### src/rtl/hilb_pkg.sv
// Shared types and sizing helpers for the Hilbert FIR tap controller.
// Default sizing below matches the production 31-tap FIR instance.
package hilb_pkg;

   function automatic int m_len_f(input int tap_len);
      return (tap_len + 4) / 4;
   endfunction

   localparam int TAP_LEN_DEF = 31;
   localparam int WIDTH_DEF   = 16;
   localparam int M_LEN_DEF   = m_len_f(TAP_LEN_DEF);

   typedef enum logic [2:0] {IDLE, LOAD, ARMED, SWAP, FLUSH} state_t;

   typedef logic signed [M_LEN_DEF-1:0][WIDTH_DEF-1:0] tap_bank_t;

endpackage

### src/rtl/cke_settle_cnt.sv
// Reloadable down-counter stepped by cke; done is registered and rises the cycle
// after the strobe that brings the count to zero. Load has priority over cke.
module cke_settle_cnt #(
   parameter int N = 31
) (
   input  logic clk,
   input  logic rst,
   input  logic load,
   input  logic cke,
   output logic done
);

   localparam int CW = $clog2(N);
   localparam logic [CW-1:0] RELOAD = CW'(N - 1);

   logic [CW-1:0] cnt;
   logic [CW-1:0] cnt_nxt;

   always_comb begin
      cnt_nxt = cnt;
      if (load)
         cnt_nxt = RELOAD;
      else if (cke && (cnt != '0))
         cnt_nxt = cnt - CW'(1);
   end

   always_ff @(posedge clk) begin
      if (rst) begin
         cnt  <= RELOAD;
         done <= 1'b0;
      end else begin
         cnt  <= cnt_nxt;
         done <= (cnt_nxt == '0);
      end
   end

endmodule

### src/rtl/hilb_tap_ctrl.sv
// Loads a tap set into a shadow bank, swaps it live on a sample strobe and holds
// out_valid low until the FIR delay line has refilled; cfg_ready drops while armed/flushing.
module hilb_tap_ctrl
   import hilb_pkg::*;
#(
   parameter int TAP_LEN = TAP_LEN_DEF,
   parameter int M_LEN   = m_len_f(TAP_LEN),
   parameter int WIDTH   = WIDTH_DEF
) (
   input  logic                     clk,
   input  logic                     rst,
   input  logic                     cke,
   input  logic                     cfg_valid,
   output logic                     cfg_ready,
   input  logic [WIDTH-1:0]         cfg_data,
   input  logic                     cfg_last,
   output logic [M_LEN*WIDTH-1:0]   tap,
   output logic                     fir_rst,
   output logic                     fir_cke,
   output logic                     out_valid,
   output logic                     busy,
   output logic                     err_len
);

   localparam int IDX_W = $clog2(M_LEN + 1);
   localparam logic [IDX_W-1:0] IDX_LAST = IDX_W'(M_LEN - 1);

   typedef logic signed [M_LEN-1:0][WIDTH-1:0] bank_t;

   state_t           state;
   state_t           state_nxt;
   logic [IDX_W-1:0] idx;
   bank_t            shadow;
   bank_t            tap_q;
   logic             accept;
   logic             swap;
   logic             settle_done;

   always_comb begin
      state_nxt = state;
      cfg_ready = 1'b0;
      err_len   = 1'b0;
      swap      = 1'b0;
      accept    = 1'b0;
      case (state)
         IDLE: begin
            cfg_ready = ~rst;
            accept    = cfg_valid & ~rst;
            if (accept) begin
               // a one-word set can never be complete since M_LEN >= 2
               if (cfg_last)
                  err_len = 1'b1;
               else
                  state_nxt = LOAD;
            end
         end
         LOAD: begin
            cfg_ready = ~rst;
            accept    = cfg_valid & ~rst;
            if (accept) begin
               if (cfg_last && (idx == IDX_LAST)) begin
                  state_nxt = ARMED;
               end else if (cfg_last || (idx == IDX_LAST)) begin
                  err_len   = 1'b1;
                  state_nxt = IDLE;
               end
            end
         end
         ARMED: begin
            if (cke) begin
               swap      = ~rst;
               state_nxt = FLUSH;
            end
         end
         FLUSH: begin
            if (settle_done)
               state_nxt = IDLE;
         end
         default: state_nxt = IDLE;
      endcase
   end

   always_ff @(posedge clk) begin
      if (rst) begin
         state  <= IDLE;
         idx    <= '0;
         shadow <= '0;
         tap_q  <= '0;
      end else begin
         state <= state_nxt;
         if (swap)
            tap_q <= shadow;
         if (accept) begin
            for (int k = 0; k < M_LEN; k++)
               if (idx == IDX_W'(k))
                  shadow[k] <= cfg_data;
            // idx is kept at zero whenever the set is not mid-load
            idx <= (state_nxt == LOAD) ? idx + IDX_W'(1) : '0;
         end
      end
   end

   cke_settle_cnt #(
      .N    (TAP_LEN)
   ) u_settle (
      .clk  (clk),
      .rst  (rst),
      .load (swap),
      .cke  (cke),
      .done (settle_done)
   );

   assign tap       = tap_q;
   assign fir_rst   = rst | swap;
   assign fir_cke   = cke;
   assign out_valid = settle_done;
   assign busy      = (state != IDLE);

endmodule

### config.mk
export PLATFORM = sky130hd
export DESIGN_NAME = hilb_tap_ctrl
export DESIGN_NICKNAME = d
export VERILOG_FILES = /design/src/rtl/hilb_pkg.sv /design/src/rtl/cke_settle_cnt.sv /design/src/rtl/hilb_tap_ctrl.sv
export SDC_FILE = /design/constraint.sdc
export NUM_CORES = 1
export LEC_CHECK = 0
export ABC_AREA = 1
export CAP_MARGIN = 0
export CORE_ASPECT_RATIO = 2
export CORE_MARGIN = 2
export CORE_UTILIZATION = 55
export CTS_BUF_LIST = sky130_fd_sc_hd__clkbuf_4
export CTS_CLUSTER_DIAMETER = 150
export DETAILED_ROUTE_END_ITERATION = 12
export GPL_TIMING_DRIVEN = 0
export MAX_ROUTING_LAYER = met4
export PLACE_DENSITY = 0.82
export SETUP_SLACK_MARGIN = 0.15
export SYNTH_ARGS = -nofsm -noshare
export SYNTH_HDL_FRONTEND = slang
export SYNTH_SLANG_ARGS = --single-unit
export TNS_END_PERCENT = 5
### constraint.sdc
create_clock -name clk -period 2.15 [get_ports clk]
set_input_delay 0.3225 -clock clk [delete_from_list [all_inputs] [get_ports clk]]
set_output_delay 0.3225 -clock clk [all_outputs]
set_load 0.005 [all_outputs]
==> out/metrics.csv <==
metric,value,unit
status,"finished, violations left",
violations,negative setup slack,
synth.ff_latch_count,269,
num_vias,8036,
cp_max_fo,2,
synth_fp_nets,1067,
routabilityCongestion,0.898,
netlist_top_cells_area,"dfxtp_1 (59%), o21ai_0 (11%), a22o_1 (5.2%)",
yosys_warnings,0,
final_hold_viol_count,0,
arrival,1.90,ns
grt_pass1_vias,7880,
setup_violations,1,
cts_buffers,55,
whs_path_depth,2,
start_kind,register,
max-vdd-ir-drop,0.514,mV
clockBufferDepth,3,
r2r_slack,0.13,ns
reg2reg_depth,12,
grt_max_degree,15,
drt-total-wl,25000,um
layout.nets,1289,
place_hpwl,17300,um
crit_path_end_kind,output port,
p_leak,4.44,nW
vias_per_cell,5.33,
r2r_end,idx[0]$_SDFFE_PP0P_,
swShare,24.2,%
p_clk_share,40.3,%
final_common_cell,dfxtp_1,
io_buffers,154,
p_int,6.94,mW
grt_pass1_wl,39000,um
die_h,187,um
antenna_left,0,
clkLatencyLatePin,0.68,ns
io_pins,155,
period_needed,2.23,ns
hold_path_end,state[0]$_SDFF_PP0_,
rsz0062_at_grt,true,
grt_antenna_before_repair,1,
clkSinkCount,269,
initial_utilization,56.3,%
dieArea,17800,sq um
crit_start,idx[0]$_SDFFE_PP0P_,
ys_seq_area_share,58.5,%
p_seq_share,55.1,%
overflow,0,
syn_inst,1038,
crit_type,register to output port,
syn2layout_area_growth,28.7,%
yosys.cell_types.count,31,
path_clk_slew,0.08,ns
drc,0,
tightestPinTransition,0.677,ns
fillCellCount,1256,
regToRegStartpoint,idx[1]$_SDFFE_PP0P_,
cts_hold_buf,0,
drtPass1Iterations,5,
placed_area,11000,sq um
drtIter0Drc,419,
fin_crit_sh,104,%
skew,0.0409,ns
rows,66,
fp.dieW,95.4,um
p_per_area,774,nW/um^2
drv_cap,0,
cts_tree,done,
layout_common_cells,"dfxtp_1 (263), o21ai_0 (193), clkdlybuf4s50_1 (150), nor2_1 (124), nand2_1 (102)",
routedWlPerCell,16.6,um
hp-class,input pin to register,
design_area,11800,sq um
syn_avg_cell_area,8.86,sq um
htreeDepth,2,
fin_ws,-0.0764,ns
synth_area,9200,sq um
drive_gt1_share,12.6,%
track_usage,28.7,%
required,1.83,ns
drv_slew,0,
p_switching,2.22,mW
fmax,449,MHz
yosysTopAreaCellShare,58.5,%
cts_root_buf,clkbuf_4,
postLayoutCoreUtil,72.4,%
min_from,rst,
pwr-share-comb,4.6,%
fp.coreArea,16400,sq um
yosysTopAreaCell,dfxtp_1,
max-slew-margin-rel,54.7,%
## stage by stage
stage,power [mW],hold WS (ns),setup TNS [ns],setup WS (ns),std cells
final,9.16,0.392,-0.0764,-0.0764,1509
after global routing,9.49,0.461,-0.400,-0.171,1509
after CTS,9.18,0.393,-0.0777,-0.0777,1507
after detailed placement,5.57,0.440,-7.20,-0.181,1396
after global placement,5.56,0.433,-3.78,-0.111,1396
after floorplan,5.38,0.392,0,0.385,1038
## synth_stat cells, drive strengths merged
| master | n |
|---|---|
| clkinv | 1 |
| xnor2 | 1 |
| ha | 8 |
| nor2 | 127 |
| inv | 105 |
| clkbuf | 31 |
| xor2 | 2 |
| nand4 | 6 |
| nand2 | 104 |
| nand3 | 11 |
| o21ai | 205 |
| nand3b | 1 |
| dfxtp | 269 |
| a21oi | 78 |
| a32oi | 1 |
| a22o | 55 |
| nor3 | 1 |
| buf | 32 |
## logic make-up after synthesis
group	Yosys count	share of synthesized area [%]
adders and majority gates	8	1.09
AOI/OAI and AO/OA	339	20.7
and+or+nand+nor	250	11.6
DFF	269	58.5
buffers and inverters	169	7.75
xor gates and xnor gates	3	0.286
## worst max-delay path by stage
| stage | endpoint | slack, ns | cells past startpoint |
|---|---|---|---|
| after detailed placement | tap[100]$_SDFFE_PP0P_ | -0.18 | 6 |
| after CTS | err_len | -0.08 | 8 |
| after global routing | err_len | -0.17 | 8 |
| final | err_len | -0.08 | 8 |
| after global placement | tap[69]$_SDFFE_PP0P_ | -0.11 | 6 |
| after floorplan | idx[3]$_SDFFE_PP0P_ | 0.38 | 11 |
## layer usage
metal  share of wire [%]  GRT usage [%]  vias up  routed length [um]
met5                   0              -        -                   0
met3                 5.0           4.23      102                1260
met4                 6.5           18.1        0                1620
met1                  37           29.7     3733                9230
li1                    -              -     3904                   -
met2                  52           49.5      297               12900
## area by class of cell
| cell class | instances | area [sq um] | area share, % |
|---|---|---|---|
| diodes | 1 | 2.50 | 0.0211 |
| well taps | 204 | 255 | 2.16 |
| clock buffers | 77 | 578 | 4.88 |
| flip-flops and latches | 269 | 5400 | 45.6 |
| clock inverters | 24 | 120 | 1.02 |
| repair buffers | 165 | 1620 | 13.7 |
| inverters | 106 | 405 | 3.43 |
| plain buffers | 63 | 313 | 2.64 |
| multi-input cells | 600 | 3140 | 26.6 |
## what timing repair did
item,4_1_cts,5_1_grt
pin swaps,6,6
endpoints found under the setup margin,8,7
setup buffers,10,1
resized for setup,22,7
## registers in the layout (all words and copies together), names as in the netlist
name,cells
shadow,128
tap,128
u_settle.cnt,5
idx,4
state,3
u_settle.done,1
## power groups by stage
stage	Sequential, mW	Clock, mW	Combinational, mW
3_5_place_dp	5.17	0	0.404
6_report	5.05	3.69	0.421
3_3_place_gp	5.16	0	0.395
2_1_floorplan	5.15	0	0.229
4_1_cts	5.05	3.73	0.411
5_1_grt	5.05	3.98	0.459
## worst max-delay path, stage by stage, from the launching register on
cell     delay [ns]
dfxtp_4        0.37
ha_4           0.15
inv_4          0.04
nor2_4         0.12
inv_2          0.06
ha_4           0.23
o21ai_2        0.12
nor2_1         0.04
buf_2          0.12
No activity file was read; power rests on OpenSTA's default activity.
